## config.mk

```make
export PLATFORM = sky130hd
export DESIGN_NAME = multi_cycle_mul_div
export DESIGN_NICKNAME = d
export VERILOG_FILES = /design/src/rtl/multi_cycle_mul_div.sv
export SDC_FILE = /design/constraint.sdc
export NUM_CORES = 1
export LEC_CHECK = 0
export CAP_MARGIN = 20
export CORE_MARGIN = 3
export CORE_UTILIZATION = 41
export DETAILED_ROUTE_END_ITERATION = 16
export SLEW_MARGIN = 0
export SYNTH_ARGS = -nofsm -noshare
export SYNTH_HDL_FRONTEND = slang
export SYNTH_SLANG_ARGS = --single-unit
```

## constraint.sdc

```tcl
create_clock -name clk -period 5.1 [get_ports clk]
set_clock_uncertainty 0.05 [all_clocks]
set_input_delay 0.765 -clock clk [delete_from_list [all_inputs] [get_ports clk]]
set_output_delay 0.765 -clock clk [all_outputs]
set_load 0.01 [all_outputs]
```

## src/rtl/multi_cycle_mul_div.sv

```systemverilog
// multi_cycle_mul_div: iterative RV32M multiply/divide unit, one bit per cycle.
// Define MULDIV_DIV_EN to build the divider; otherwise divides complete as illegal.
module multi_cycle_mul_div #(
  parameter int XLEN = 32
) (
  input  logic            clk,
  input  logic            reset,
  input  logic            start,
  input  logic [2:0]      funct3,
  input  logic [XLEN-1:0] a,
  input  logic [XLEN-1:0] b,
  output logic            busy,
  output logic            done,
  output logic [XLEN-1:0] result,
  output logic            illegal,
  output logic [2:0]      dbg_state
);
  localparam int CW = $clog2(XLEN) + 1;
  localparam logic [CW-1:0] LAST = CW'(XLEN - 1);

`ifdef MULDIV_DIV_EN
  typedef enum logic [2:0] {S_IDLE, S_MUL, S_FIX, S_DONE, S_DIV} state_t;
`else
  typedef enum logic [2:0] {S_IDLE, S_MUL, S_FIX, S_DONE} state_t;
`endif

  state_t            state;
  logic [CW-1:0]     cnt;
  logic [2:0]        op;
  logic [XLEN-1:0]   ma;
  logic [XLEN-1:0]   res_q;
  logic              neg;
  logic              skip;
  logic              ill_q;
  logic [2*XLEN-1:0] prod;

  // Handshake: start is taken only in IDLE (busy=0); done pulses one cycle with
  // result/illegal updated on that same edge, and result then holds until the next done.
  logic            a_signed, b_signed, a_neg, b_neg;
  logic [XLEN-1:0] a_mag, b_mag;
  logic [XLEN:0]   mul_sum;
  logic [2*XLEN-1:0] prod_fix;
  logic [XLEN-1:0] fix_val;

  assign a_signed = (funct3 == 3'b001) | (funct3 == 3'b010) |
                    (funct3 == 3'b100) | (funct3 == 3'b110);
  assign b_signed = (funct3 == 3'b001) | (funct3 == 3'b100) | (funct3 == 3'b110);
  assign a_neg    = a_signed & a[XLEN-1];
  assign b_neg    = b_signed & b[XLEN-1];
  assign a_mag    = a_neg ? -a : a;
  assign b_mag    = b_neg ? -b : b;

  // Multiplier magnitude sits in the low half of prod and shifts out as the product shifts in.
  assign mul_sum  = {1'b0, prod[2*XLEN-1:XLEN]} +
                    (prod[0] ? {1'b0, ma} : {(XLEN+1){1'b0}});
  assign prod_fix = neg ? -prod : prod;

`ifdef MULDIV_DIV_EN
  logic [XLEN-1:0] mb, q, r;
  logic            neg_r;
  logic [XLEN:0]   div_shift;
  logic [XLEN+1:0] div_diff;
  logic            div_zero, div_ovf;
  logic [XLEN-1:0] div_special, q_fix, r_fix;

  assign div_shift   = {r, q[XLEN-1]};
  assign div_diff    = {1'b0, div_shift} - {2'b00, mb};
  assign div_zero    = (b == '0);
  assign div_ovf     = ~funct3[0] & (a == {1'b1, {(XLEN-1){1'b0}}}) & (b == '1);
  assign div_special = funct3[1] ? (div_zero ? a : '0) : (div_zero ? '1 : a);
  assign q_fix       = neg ? -q : q;
  assign r_fix       = neg_r ? -r : r;
`endif

  always_comb begin
    fix_val = '0;
    case (op)
      3'b000:                 fix_val = prod_fix[XLEN-1:0];
      3'b001, 3'b010, 3'b011: fix_val = prod_fix[2*XLEN-1:XLEN];
`ifdef MULDIV_DIV_EN
      3'b100, 3'b101:         fix_val = q_fix;
      3'b110, 3'b111:         fix_val = r_fix;
`endif
      default:                fix_val = '0;
    endcase
  end

  assign dbg_state = state;

  always_ff @(posedge clk or negedge reset) begin
    if (!reset) begin
      state   <= S_IDLE;
      cnt     <= '0;
      op      <= '0;
      ma      <= '0;
      res_q   <= '0;
      neg     <= 1'b0;
      skip    <= 1'b0;
      ill_q   <= 1'b0;
      prod    <= '0;
      busy    <= 1'b0;
      done    <= 1'b0;
      result  <= '0;
      illegal <= 1'b0;
`ifdef MULDIV_DIV_EN
      mb      <= '0;
      q       <= '0;
      r       <= '0;
      neg_r   <= 1'b0;
`endif
    end else begin
      done <= 1'b0;
      case (state)
        S_IDLE: begin
          if (start) begin
            op    <= funct3;
            ma    <= a_mag;
            neg   <= a_neg ^ b_neg;
            cnt   <= '0;
            prod  <= {{XLEN{1'b0}}, b_mag};
            busy  <= 1'b1;
            skip  <= 1'b0;
            ill_q <= 1'b0;
            if (!funct3[2]) begin
              state <= S_MUL;
            end else begin
`ifdef MULDIV_DIV_EN
              mb    <= b_mag;
              q     <= a_mag;
              r     <= '0;
              neg_r <= a_neg;
              if (div_zero || div_ovf) begin
                skip  <= 1'b1;
                res_q <= div_special;
                state <= S_FIX;
              end else begin
                state <= S_DIV;
              end
`else
              skip  <= 1'b1;
              ill_q <= 1'b1;
              res_q <= '0;
              state <= S_FIX;
`endif
            end
          end
        end
        S_MUL: begin
          prod <= {mul_sum, prod[XLEN-1:1]};
          cnt  <= cnt + 1'b1;
          if (cnt == LAST) state <= S_FIX;
        end
`ifdef MULDIV_DIV_EN
        S_DIV: begin
          if (!div_diff[XLEN+1]) begin
            r <= div_diff[XLEN-1:0];
            q <= {q[XLEN-2:0], 1'b1};
          end else begin
            r <= div_shift[XLEN-1:0];
            q <= {q[XLEN-2:0], 1'b0};
          end
          cnt <= cnt + 1'b1;
          if (cnt == LAST) state <= S_FIX;
        end
`endif
        S_FIX: begin
          if (!skip) res_q <= fix_val;
          cnt   <= '0;
          state <= S_DONE;
        end
        S_DONE: begin
          done    <= 1'b1;
          busy    <= 1'b0;
          result  <= res_q;
          illegal <= ill_q;
          state   <= S_IDLE;
        end
        default: state <= S_IDLE;
      endcase
    end
  end
endmodule

```

-- Word-level counts from Yosys, hierarchy flattened
Index checks and enable logic that the tools add are counted.
- latch bits: 0
- memories kept: 0
- bits in registers: 177
- RAM bits: 0
- bits of input ports: 70
- memory bits (read-only): 0
- output and inout bits: 38
- multipliers: 0
- equality and inequality tests: 15
- divide/modulo/power cells: 0
- shifts and indexed selects: 0
- add/sub/neg operators: 5
- multiplexer cells: 21
- magnitude comparators: 0
- reductions and logical operators: 13
- bitwise logic cells: 8
- operators by type and width (cell ; number):
    $mux W32 ; 6
    $mux W64 ; 2
    $pmux W32 S2 ; 2
    $pmux W64 S2 ; 1
    $neg A32 Y32 ; 2
    $neg A64 Y64 ; 1
    $add A32 B32 Y33 ; 1
    $pmux W6 S3 ; 1
    $eq A3 B2 Y1 const B ; 5
    $reduce_and A2 Y1 ; 5
    $eq A3 B1 Y1 const B ; 3
    $pmux W3 S3 ; 1
    $ne A2 B2 Y1 const B ; 4
    $add A6 B1 Y6 const B ; 1
    $eq A3 B3 Y1 const B ; 2
    $eq A6 B5 Y1 const B ; 1
    $logic_not A3 Y1 ; 2
    $mux W3 ; 2
    $mux W6 ; 1
    $reduce_bool A2 Y1 ; 3
    $or A1 B1 Y1 ; 5
    $reduce_and A4 Y1 ; 1
    $mux W1 ; 3
    $reduce_bool A3 Y1 ; 1
    5 further kinds ; 6

-- Logic depth before layout (Yosys ltp)
Gate-level depths: netlist (run 1).
- depth in word-level cells: 7
- mapped depth: 13
- mapped depth without buffers: 11

-- Least setup slack after synthesis (run 1)
No wires, ideal clock.
- path kind: register -> register
- start: reg prod[16]
- end: reg res_q[6]
- buffers on the path: 2
- required time: 4920 ps
- data arrival time: 2921 ps
- cell stages (with the launch flop): 10
- setup slack: 1999 ps
- library setup time: 130 ps
- period minus slack after synthesis: 3101 ps
- cell sequence: dfrtp_1 -> or4_4 -> or4_1 -> buf_2 -> or4_4 -> buf_6 -> or3_4 -> nor3_2 -> mux2i_1 -> o21ai_1
- cells in the longest elaborated chain, start to end: 5
- ends and longest elaborated chain (element ; line ; source):
    start, declared ; 35 ; logic [2*XLEN-1:0] prod;
    start signal, assigned ; 120 ; prod <= {{XLEN{1'b0}}, b_mag};
    start signal, assigned ; 149 ; prod <= {mul_sum, prod[XLEN-1:1]};
    $neg A64 Y64 ; 56 ; assign prod_fix = neg ? -prod : prod;
    $mux W64 ; 56 ;
    $pmux W32 S2 ; 77 ; case (op)
    $mux W32 ; 167 ; if (!skip) res_q <= fix_val;
    $pmux W32 S2 ; 113 ; case (state)
    end signal, assigned ; 167 ;
    end, declared ; 31 ; logic [XLEN-1:0] res_q;
Every way passes these cells. The select of a mux whose other input is x is not followed.
A chain may end at the register's enable or synchronous reset.

-- Final worst setup path (run 1)
- start: reg prod[0]
- end: reg prod[61]
- cells in the longest elaborated chain, start to end: 3
- ends and longest elaborated chain (element ; line ; source):
    $mux W32 ; 55 ; (prod[0] ? {1'b0, ma} : {(XLEN+1){1'b0}});
    $add A32 B32 Y33 ; 54 ; assign mul_sum = {1'b0, prod[2*XLEN-1:XLEN]} +
    $pmux W64 S2 ; 113 ;
Every way passes these cells.

==> results of run 1 <==
==> metal layers <==
layer	global-route usage (%)	part of all wire (%)
met5	0	0
met4	5.906	1.9
met3	2.860	6.5
met2	32.30	43
met1	33.32	49
==> worst min-delay path by stage <==
stage	from	to	slack (ps)	depth (start not counted)
3_3_place_gp	ma[21]	ma[21]	400	2
5_1_grt	reset	result[19]	420	1
2_1_floorplan	ma[0]	ma[0]	390	2
6_report	reset	result[19]	340	1
4_1_cts	reset	result[18]	380	1
3_5_place_dp	ma[18]	ma[18]	410	2
==> cell usage in the layout (no fill, tap or decap), types with 21 or more instances in the layout <==
master	count
sky130_fd_sc_hd__nand2_1	177
sky130_fd_sc_hd__dfrtp_1	174
sky130_fd_sc_hd__o21ai_0	163
sky130_fd_sc_hd__clkdlybuf4s50_1	105
sky130_fd_sc_hd__nor2_1	85
sky130_fd_sc_hd__xor2_1	83
sky130_fd_sc_hd__a21oi_1	81
sky130_fd_sc_hd__xnor2_1	50
sky130_fd_sc_hd__ha_1	41
sky130_fd_sc_hd__and2_1	37
sky130_fd_sc_hd__mux2_2	37
sky130_fd_sc_hd__o31ai_1	31
sky130_fd_sc_hd__inv_1	25
sky130_fd_sc_hd__nor3_1	23
sky130_fd_sc_hd__or3_1	21
==> final cells by class <==
type                            count  area share (%)
Timing Repair Buffer              120           8.772
Inverter                           25          0.6811
Clock inverter                     12          0.7537
Clock buffer                       19           3.215
Tap cell                          378           3.433
Sequential cell                   175           31.79
Multi-Input combinational cell   1102           51.35
==> stage by stage <==
| step | hold slack, ps | instance area, sq um | util (%) | cells | total power, uW |
|---|---|---|---|---|---|
| 2_1_floorplan | 392.4 | 11850 | - | 1379 | 4809 |
| 3_3_place_gp | 404.6 | 13200 | 46.87 | 1798 | 6087 |
| 3_5_place_dp | 413.9 | 13200 | 46.87 | 1798 | 6139 |
| 4_1_cts | 382.7 | 13750 | 48.81 | 1829 | 7406 |
| 5_1_grt | 420.7 | 13780 | 48.92 | 1831 | 7940 |
| 6_report | 344.1 | 13780 | 48.92 | 1831 | 7410 |
==> state kept, by name, summed over array words and instances, names as in the netlist <==
register and flops:
cnt 6, busy 1, prod 64, ma 32
result 32, dbg_state 2, res_q 32, done 1
op 3, neg 1, illegal 1
==> power breakdown <==
part / internal [uW] / switching (uW) / leakage [uW] / total (uW)
registers: 1920 / 666 / 0.00228 / 2580
clock network: 647 / 605 / 0.000259 / 1250
logic: 1450 / 2120 / 0.00308 / 3580
==> cell families after synthesis <==
group                    share of synthesized area (%)
other                                          0.03164
multiplexers                                     4.698
XOR/XNOR                                         9.829
adder cells (fa/ha/maj)                          4.497
AND/OR/NAND/NOR                                  19.01
AO/OA/AOI/OAI                                    21.60
flip-flops                                       36.95
buffers and inverters                            3.378
==> metrics.log, run 1 <==
[metrics] required time of the critical path: 5360 ps
[metrics] endpoint of the most critical register-to-register path: prod[61]
[metrics] area of the core: roughly 28000 sq um
[metrics] Reg2Reg Depth: 11
[metrics] worst-path cell with the longest stage delay: sky130_fd_sc_hd__dfrtp_1
[metrics] Inserted Clock Buffers: 17
[metrics] setup slack of the worst register-to-register path: 1500 ps
[metrics] Setup crit start: prod[0]
[metrics] Die Footprint: 30980 sq um
[metrics] TritonCTS clock tree: yes
[metrics] number of sinks handled by clock tree synthesis: 175
[metrics] vias per cell: ~5.8
[metrics] share of synthesized flip-flops with an asynchronous set or reset: between 90% and 100%
[metrics] unrepaired setup endpoints after global routing: false
[metrics] worst supply voltage drop on vdd: about 0.25 mV
[metrics] number of flops mapped to enable cells by yosys: 0
[metrics] crit path time final: between 3000 and 4000 ps
[metrics] Final Wtd Congestion: slightly above 0.9
[metrics] top cells by area in the synthesized netlist: sky130_fd_sc_hd__dfrtp_1 (37%), sky130_fd_sc_hd__o21ai_0 (6.9%), sky130_fd_sc_hd__xor2_1 (6.1%)
[metrics] number of antenna-violating nets in the routed design: 0
[metrics] dominant synthesized flop cell: sky130_fd_sc_hd__dfrtp_1
[metrics] average routed wire per standard cell: ~19 um
[metrics] number of warnings issued by yosys: 0
[metrics] global-route wire length before repair: approximately 54 mm
[metrics] maximum number of pins on one net before global-route repair: between 80 and 90
[metrics] Clk Latency, worst-skew pair: 440 ps
[metrics] number of antenna violations at the first check in global routing: 0
[metrics] setup violation total in the final timing report: 0
[metrics] area taken by flip-flops and latches: 4380 sq um
[metrics] htree depth: 4
[metrics] max-slew violation count: 0
[metrics] crit-path max cell delay: 730 ps
[metrics] share of post-route cells with drive strength above 1: 7.089%
[metrics] detailed placement HPWL: 25.93 mm
[metrics] Avg Cell Area, Syn: roughly 8.6 sq um
[metrics] maximum fanout along the worst path: 16
[metrics] Levels on crit path: 11
[metrics] Port Buffer Count: 106
[metrics] most common library cells after synthesis: sky130_fd_sc_hd__nand2_1 (178), sky130_fd_sc_hd__dfrtp_1 (175), sky130_fd_sc_hd__o21ai_0 (163)
[metrics] minimum setup slack after placement: 1527 ps
[metrics] fraction of the cycle the final worst path needs: 70.55%
[metrics] via count of the first global-routing pass: 9630
[metrics] transition time at the pin with the least slew margin: 945.9 ps
[metrics] number of gates given a new drive strength after cts: 0
[metrics] Slew Limit Headroom: 36.36%
[metrics] global route total overflow: 0
[metrics] post-layout net count: 1553
[metrics] number of antenna repair diodes: 0
[metrics] worst-case setup margin in the final layout: roughly 1500 ps
[metrics] Post-CTS Setup Bufs: 0
[metrics] number of standard cells after synthesis: 1379
[metrics] worst min-delay path category: in -> async
[metrics] Vert. Die Dim: about 180 um
[metrics] number of buffers inserted by hold repair at cts: 0
[metrics] area of combinational cells with multiple inputs: roughly 7000 sq um
[metrics] total standard cell area after synthesis: 11850 sq um
[metrics] Max Freq: 0.2779 GHz
[metrics] Max Cap Violations: 0
[metrics] Synthesized Nets: 1491
[metrics] CP Cell Sequence: and2_1 -> ha_1 -> inv_1 -> fa_1 -> nor2b_1 -> o31ai_1 -> a21boi_0 -> a211oi_1 -> o41ai_1 -> xnor2_1 -> o21ai_0
[metrics] Worst setup EP type: register
[metrics] GRT Overall Usage: 21.77%
[metrics] Bufs on Longest Clock Path: 2
[metrics] number of standard-cell rows in the floorplan: 61
[metrics] status: complete, no violations
[metrics] DIE WIDTH: 176.0 um
[metrics] library cell with the highest instance count after synthesis: sky130_fd_sc_hd__nand2_1
[metrics] total via count after detailed routing: 10545
[metrics] Area growth syn-to-layout: 16.26%
[metrics] Filler Cell Count: 2694
[metrics] crit path DAT: 3860 ps
[metrics] Top Family by Delay on Critical Path: compound AO/OA/AOI/OAI gates
[metrics] clock-pin slew on the worst setup and hold paths: 70 ps
[metrics] critical setup path kind: reg -> reg
[metrics] Worst setup SP type: register
[metrics] sequential share of the synthesized area: 36.95%
[metrics] area share of the largest cell type after synthesis: between 30% and 40%
[metrics] Fin Setup TNS: 0 ps
[metrics] I/O pin cnt: 108
[metrics] P_leak: between 0.005 and 0.006 uW
[metrics] starting density of the core: about 42%
[metrics] DRT Wirelength: 34.20 mm
[metrics] number of distinct library cells after synthesis: between 60 and 70
[metrics] number of design-rule violations left by the first detailed-router iteration: between 1000 and 1500
[metrics] power per cell area: ~540 nW/um^2
[metrics] Critical Path End: prod[61]
[metrics] post-synthesis cell type with the largest combined area: sky130_fd_sc_hd__dfrtp_1
[metrics] Critical path buffers and inverters: 1
[metrics] root buffer cell: sky130_fd_sc_hd__clkbuf_16
[metrics] detailed-router iteration count before antenna repair: 5
[metrics] flip-flop and latch count after synthesis: 175
[metrics] count of final hold-check violations: 0
[metrics] total DRC errors in the routed layout: 0
[metrics] Reg-to-Reg Start: prod[0]
No activity file was read; power rests on OpenSTA's default activity.
==> inputs of run 2 (changes only) <==
Clock period 5.1 ns to 3.45 ns, I/O delays scaled along.
==> metrics.log, run 2 (synthesis results as in run 1) <==
[metrics] vias per cell: 5.752
[metrics] Slew Limit Headroom: roughly a third
[metrics] global route total overflow: 0
[metrics] most common cell after layout, fill and taps aside: sky130_fd_sc_hd__nand2_1
[metrics] DRT Wirelength: 35.79 mm
[metrics] status: complete, no violations
[metrics] Port Buffer Count: 106
[metrics] crit path time final: 3288 ps
[metrics] met2 routing resource usage after global routing: 34.00%
[metrics] worst supply voltage drop on vdd: 0.3710 mV
[metrics] number of buffers inserted by hold repair at cts: 0
[metrics] TritonCTS clock tree: yes
[metrics] number of standard-cell rows in the floorplan: 61
[metrics] via count of the first global-routing pass: 10074
[metrics] worst-case setup margin in the final layout: 162.2 ps
[metrics] share of post-route cells with drive strength above 1: 9.335%
[metrics] P_leak: 0.005824 uW
[metrics] setup violation total in the final timing report: 0
[metrics] unrepaired setup endpoints after global routing: false
[metrics] register with the highest flop count: prod
[metrics] count of final hold-check violations: 0
[metrics] worst min-delay path category: in -> async
[metrics] detailed placement HPWL: between 20 and 30 mm
[metrics] total DRC errors in the routed layout: 0
[metrics] average routed wire per standard cell: between 15 and 20 um
[metrics] DIE WIDTH: 176.0 um
[metrics] Worst setup SP type: register
[metrics] Vert. Die Dim: 176.0 um
[metrics] crit path DAT: around 3500 ps
[metrics] clock-pin slew on the worst setup and hold paths: 70 ps
[metrics] required time of the critical path: 3690 ps
[metrics] Area growth syn-to-layout: 19.02%
[metrics] transition time at the pin with the least slew margin: approximately 990 ps
[metrics] Clk Latency, worst-skew pair: 450 ps
[metrics] total via count after detailed routing: about 11000
[metrics] number of antenna violations at the first check in global routing: 1
[metrics] I/O pin cnt: about 110
[metrics] Inserted Clock Buffers: 17
[metrics] met1 layer usage reported by global route: 34.04%
[metrics] max-slew violation count: 0
[metrics] number of gates given a new drive strength after cts: 0
[metrics] highest-count cells in the layout ignoring fill and taps: sky130_fd_sc_hd__nand2_1 (177), sky130_fd_sc_hd__dfrtp_1 (174), sky130_fd_sc_hd__o21ai_0 (163), sky130_fd_sc_hd__clkdlybuf4s50_1 (105), sky130_fd_sc_hd__nor2_1 (85)
[metrics] Post-CTS Setup Bufs: 0
[metrics] Bufs on Longest Clock Path: 2
[metrics] number of flip-flops in the largest register: 64
[metrics] fraction of the cycle the final worst path needs: 95.30%
[metrics] Worst setup EP type: register
[metrics] number of sinks handled by clock tree synthesis: 175
[metrics] power per cell area: 808.2 nW/um^2
[metrics] maximum number of pins on one net before global-route repair: 84
[metrics] htree depth: 4
[metrics] Max Freq: between 0.3 and 0.4 GHz
[metrics] Die Footprint: 30980 sq um
[metrics] Fin Setup TNS: 0 ps
[metrics] detailed-router iteration count before antenna repair: 7
[metrics] Max Cap Violations: 0
[metrics] Final Wtd Congestion: slightly above 0.9
[metrics] global-route wire length before repair: 56.62 mm
[metrics] maximum fanout along the worst path: 10
[metrics] root buffer cell: sky130_fd_sc_hd__clkbuf_16
[metrics] layer with the highest usage: met1
[metrics] post-layout net count: 1588
[metrics] grt met3 use: 3.892%
[metrics] number of design-rule violations left by the first detailed-router iteration: 733
[metrics] number of antenna-violating nets in the routed design: 0
[metrics] area of the core: 28160 sq um
[metrics] GRT Overall Usage: a little under a quarter
[metrics] minimum setup slack after placement: 191.3 ps
[metrics] critical setup path kind: reg -> reg
[metrics] starting density of the core: 42.08%
[metrics] number of antenna repair diodes: 0
==> run 2: per-layer routing <==
metal / wire (um) / share of wire, %
met5: 11 / 0.031
met4: 1102 / 3.1
met3: 2397 / 6.7
met2: 15340 / 43
met1: 16930 / 47
==> run 2: worst max-delay path, cell delays in order, from the launching register on <==
cell	delay, ps
sky130_fd_sc_hd__dfrtp_1	430
sky130_fd_sc_hd__or4_4	580
sky130_fd_sc_hd__or4_1	600
sky130_fd_sc_hd__or4_4	640
sky130_fd_sc_hd__or2_1	330
sky130_fd_sc_hd__o41ai_2	250
sky130_fd_sc_hd__xor2_1	160
sky130_fd_sc_hd__o21ai_0	100
==> run 2: path summary, 6_finish.rpt <==
kind,end,cells after the start,slack [ps],from
worst max-delay path,res_q[18],7,160,prod[16]
worst min-delay path,prod[6],1,60,reset
worst max register to register,res_q[18],7,160,prod[16]
worst min register to register,ma[29],2,420,ma[29]
max in group asynchronous,ma[1],2,2520,reset
min in group clk,ma[29],2,420,ma[29]
==> run 2: final cells by class <==
type | instances | area, sq um
fill | 2690 | 14060
timing repair buffer | 155 | 1468
clock inverter | 12 | 158.9
clock buffer | 20 | 456.7
sequential | 175 | 4380
tap | 378 | 473.0
inverter | 25 | 93.84
multi-input combinational | 1102 | 7076
==> run 2: power by group <==
part	leakage (uW)	internal, uW	switching, uW
Sequential	0.00228	2830	939
Combinational	0.00325	2280	3270
Clock	0.000291	1190	900
==> run 2: metrics by stage <==
step | power [uW] | util [%] | area (sq um) | hold WS (ps) | cells
2_1_floorplan | 7109 | - | 11850 | 171.9 | 1379
3_3_place_gp | 9195 | 47.90 | 13490 | 405.2 | 1835
3_5_place_dp | 9284 | 47.90 | 13490 | 412.1 | 1835
4_1_cts | 11370 | 50.09 | 14110 | 117.2 | 1867
5_1_grt | 12200 | 50.09 | 14110 | 131.5 | 1867
6_report | 11400 | 50.09 | 14110 | 57.01 | 1867
==> inputs of run 3 (changes only) <==
Settings changed: ABC_CLOCK_PERIOD_IN_PS from default to 3450.
==> results of run 3 <==
The final DEF is identical to that of run 2; final timing and power are the same.
==> patch 1: new RTL, settings of run 3 <==
The option `MULDIV_DIV_EN` is turned on by a define.
--- a/src/rtl/multi_cycle_mul_div.sv
+++ b/src/rtl/multi_cycle_mul_div.sv
@@ -1,5 +1,7 @@
 // multi_cycle_mul_div: iterative RV32M multiply/divide unit, one bit per cycle.
 // Define MULDIV_DIV_EN to build the divider; otherwise divides complete as illegal.
+`define MULDIV_DIV_EN
+
 module multi_cycle_mul_div #(
   parameter int XLEN = 32
 ) (
Behaviour: not the same (a bounded check fails within 4 cycles, from zero or initial values and one cycle with reset low).
==> patch 1 against run 3 <==
- final area is 79% higher
- worst hold slack better by 0.36 ns
- power is 110% higher
- cell count is 84% higher
- worst setup slack worse by 0.070 ns
- combinational power grew to 2.6 times the old value
- clock power is 79% higher
- area after synthesis is 66% higher
- die area is 64% higher
- sequential cell count is 98 higher
- routed wire length is 110% higher
- count of clock-buffer cells in the layout is 28 higher
- critical endpoint is now res_q[22]
==> patch 1: results (changes against run 3) <==
* Cell Area, Placed at 23700 sq um (was 13500 sq um)
* Core area at 47100 sq um (was 28200 sq um)
* Worst skew pair latency at 0.56 ns (was 0.45 ns)
* Crit path largest cell delay at 0.58 ns (was 0.64 ns)
* Initial antenna violation count at 0 (was 1)
* Slew of the pin with the lowest slew margin at 0.876 ns (was 0.990 ns)
* Capturing point of the worst reg2reg path: res_q[22] (was res_q[18])
* CTS HTree Levels at 2 (was 4)
* Nonclk inv count at 73 (was 25)
* #MultiIn Comb at 1976 (was 1102)
* R2R Setup Slk at 0.09 ns (was 0.16 ns)
* Outcome: complete, no violations (unchanged)
* Synth Area in XOR/XNOR at 10.2% (was 9.83%)
* Non-filler cells, final at 3440 (was 1867)
* Post-synth top cells: 415 x nand2_1, 315 x o21ai_0, 273 x dfrtp_1 (was 178 x nand2_1, 175 x dfrtp_1, 163 x o21ai_0)
* Peak VDD IR at 0.000390 V (was 0.000371 V)
* 1st-pass router iterations at 6 (was 7)
* First-pass GRT wire length at 113 mm (was 56.6 mm)
* Netlist cell types at 81 (was 69)
* Routed len/inst at 21.4 um (was 19.2 um)
* Clock transition at path regs at 0.05 ns (was 0.07 ns)
* Clk cell area share at 4.63% (was 4.36%)
* Layout fillers at 4383 (was 2690)
* Syn Inst Count at 2456 (was 1379)
* Area contributors post-synth: dfrtp_1 35%, o21ai_0 8.0%, nand2_1 7.9% (was dfrtp_1 37%, o21ai_0 6.9%, xor2_1 6.1%)
* Fraction of area in registers at 27.0% (was 31.1%)
[patch 1: report_power, final]
part / total (mW) / internal (mW) / leakage, nW / switching (mW)
logic: 14.6 / 6.05 / 7.12 / 8.53
clock network: 3.74 / 2.21 / 0.572 / 1.53
registers: 5.49 / 4.29 / 3.54 / 1.20
total: 23.8 / 12.6 / 11.2 / 11.3
[patch 1: how the worst min path moves through the flow]
stage,start,end,cells after the start
after global routing,result[20],result[20],2
after global placement,res_q[6],result[6],2
after detailed placement,res_q[6],result[6],2
after floorplan,reset,busy,0
after CTS,res_q[6],result[6],2
final,result[6],result[6],2
[patch 1: timing repair]
action                                 CTS  global route
setup buffers                            0             3
hold buffers                             1             0
setup endpoints to repair                8            56
pin swaps                                2            29
endpoints found under the hold margin   71             0
resized for setup                        8            73
[patch 1: metal layers]
layer  part of all wire, %  global-route usage, %
met4                   4.2                   11.7
met3                   7.4                   4.87
met1                    44                   40.1
met2                    44                   44.7
met5                     0                      0
==> patch 2: new RTL, settings of run 3 <==
Without the edit above. Make the reset (`reset`) synchronous in one clocked block.
--- a/src/rtl/multi_cycle_mul_div.sv
+++ b/src/rtl/multi_cycle_mul_div.sv
@@ -87,7 +87,7 @@
 
   assign dbg_state = state;
 
-  always_ff @(posedge clk or negedge reset) begin
+  always_ff @(posedge clk) begin
     if (!reset) begin
       state   <= S_IDLE;
       cnt     <= '0;
Formal check against the unedited RTL: differs if reset is asserted again (counterexample within 4 cycles, from zero or initial values and one cycle with reset low); with reset held inactive, the same outputs for 10 cycles.
==> patch 2 against run 3 <==
- routed wire length shrank 11%
- via count down 3.3%
- die area decreased by 6.5%
- global-route usage decreased by 1.3 points
- worst setup slack better by 0.065 ns
- sequential cell count unchanged
- final area shrank 6.6%
- critical path depth up 1
- area after synthesis fell by 6.7%
- critical endpoint is now res_q[19]
- highest routed layer is now met4
Power is not compared: it rests on default switching activity, and its combinational part moved more than twofold at a synthesized area within 25%.
==> patch 2: results (changes against run 3) <==
* Outcome: complete, no violations (unchanged)
* Post-synth net total at 1523 (was 1491)
* Placer Congestion at 0.899 (was 0.930)
* Peak VDD IR at between 0.0003 and 0.0004 V
* Area contributors post-synth: dfxtp_1 32%, xor2_1 6.0%, o21ai_0 6.0% (was dfrtp_1 37%, o21ai_0 6.9%, xor2_1 6.1%)
* Slew of the pin with the lowest slew margin at 0.959 ns (was 0.990 ns)
* Total Routing Usage GR at 21.8% (was 23.1%)
* CTS resizes at 0 (unchanged)
* 1st-pass router iterations at 5 (was 7)
* Pin count of the biggest net entering global routing at 76 (was 84)
* Leak at just under 5 nW
* Proportion of layout cells with a drive suffix above 1 at 6.64% (was 9.34%)
* Max reg flops at 64 (unchanged)
* Slowest cell on crit path: or4_4 (unchanged)
* Clock transition at path regs at 0.07 ns (about the same)
* Sequential fraction of the synthesis area at 31.7% (was 37.0%)
* First-pass GRT wire length at 50.8 mm (was 56.6 mm)
* Initial antenna violation count at 0 (was 1)
* Final net count at 1606 (was 1588)
* Root buf cell: clkbuf_16 (unchanged)
* Clock Path Buffers at 2 (unchanged)
* Post-synth ARST share at 0% (was 100%)
* Worst skew pair latency at 0.44 ns
* Post-DP HPWL at 24.5 mm (was 27.6 mm)
* Vias in the first global route at 9244 (was 10074)
* Yosys warnings at 0 (unchanged)
* Worst min path class: flip-flop to flip-flop (was primary input to async pin)
* Area leader, netlist: dfxtp_1 (was dfrtp_1)
* Post-synth top cells: 175 x dfxtp_1, 151 x nand2_1, 138 x nor2_1 (was 178 x nand2_1, 175 x dfrtp_1, 163 x o21ai_0)
* Top delay family on crit path: simple AND/OR/NAND/NOR gates (unchanged)
* Layout fillers at 2591 (was 2690)
* Critical path arrival at 3.50 ns (was 3.53 ns)
* Port-buffer cells at 106 (unchanged)
* CP max FO at 8 (was 10)
* CTS buffer count at 17 (unchanged)
* Crit path largest cell delay at 0.55 ns (was 0.64 ns)
* Netlist cell types at 71 (was 69)
* Largest reg by FF count: prod (unchanged)
* Post-CTS setup buffers at 0 (unchanged)
* Endpoints failing hold at 0 (unchanged)
* DR vias/cell at 5.64 (was 5.75)
* Initial DRC count at 766 (was 733)
* Cell Area, Placed at 12500 sq um (was 13500 sq um)
* CTS HTree Levels at 4 (unchanged)
* Routed len/inst at 17.4 um (was 19.2 um)
patch 2: cell count changes in the layout (fill, tap and decap cells not counted), sizes merged, moves of 22 or more:
cell	before	now
dfrtp	175	0
dfxtp	0	175
nor2	85	139
mux2	37	1
o21ai	169	136
mux2i	14	43
nand2	178	151
a22oi	9	35
a211oi	9	31
patch 2: power breakdown:
group / leakage, nW / total (mW) / switching [mW] / internal, mW
Clock: 0.303 / 2.08 / 0.883 / 1.20
Sequential: 1.42 / 2.64 / 0.351 / 2.29
Combinational: 3.10 / 2.71 / 1.68 / 1.04
Total: 4.82 / 7.43 / 2.91 / 4.52
patch 2: stage by stage:
step / std cells / util (%) / hold slack, ns / power [mW] / setup slack [ns]
3_5_place_dp: 1809 / 47.6 / 0.390 / 5.35 / 0.156
3_3_place_gp: 1809 / 47.6 / 0.382 / 5.33 / 0.218
4_1_cts: 1841 / 50.0 / 0.401 / 7.43 / 0.253
5_1_grt: 1842 / 50.1 / 0.418 / 7.88 / 0.0935
2_1_floorplan: 1411 / - / 0.372 / 4.47 / 0.291
6_report: 1843 / 50.1 / 0.400 / 7.43 / 0.227
patch 2: worst register-to-register path: cells and delay by family (launching register included):
family	cells	cell delay, ns
compound gates	2	0.50
flops	1	0.37
simple gates	6	2.19
patch 2: per-layer routing:
layer  up-vias  wire [um]  GRT usage, %
met1      4805      16400          33.2
met3        29       1520          2.90
met5         -          0             0
met4         0        540          5.54
li1       5274          -             -
met2       278      13500          32.4
patch 2: logic make-up after synthesis:
logic type | after synthesis | synth area share (%)
AND/OR/NAND/NOR | 499 | 21.8
AO/OA/AOI/OAI | 413 | 23.6
flip-flops | 175 | 31.7
XOR/XNOR | 128 | 10.1
buffers and inverters | 109 | 3.89
multiplexers | 44 | 4.00
adder cells (fa/ha/maj) | 42 | 4.82
other | 1 | 0.0339
patch 2: area by class of cell:
cell class | count | share of cell area (%)
Clock inverter | 13 | 1.32
Sequential cell | 175 | 26.6
Antenna cell | 1 | 0.0190
Timing Repair Buffer | 148 | 10.5
Clock buffer | 19 | 3.44
Tap cell | 335 | 3.18
Inverter | 25 | 0.722
Multi-Input combinational cell | 1127 | 54.2
patch 2: worst paths after layout:
kind,startpoint,to,slack (ns),depth (start not counted)
hold reg to reg,res_q[6],res_q[6],0.40,2
setup reg to reg,prod[21],res_q[19],0.23,8
hold / removal,res_q[6],res_q[6],0.40,2
setup / recovery,prod[21],res_q[19],0.23,8
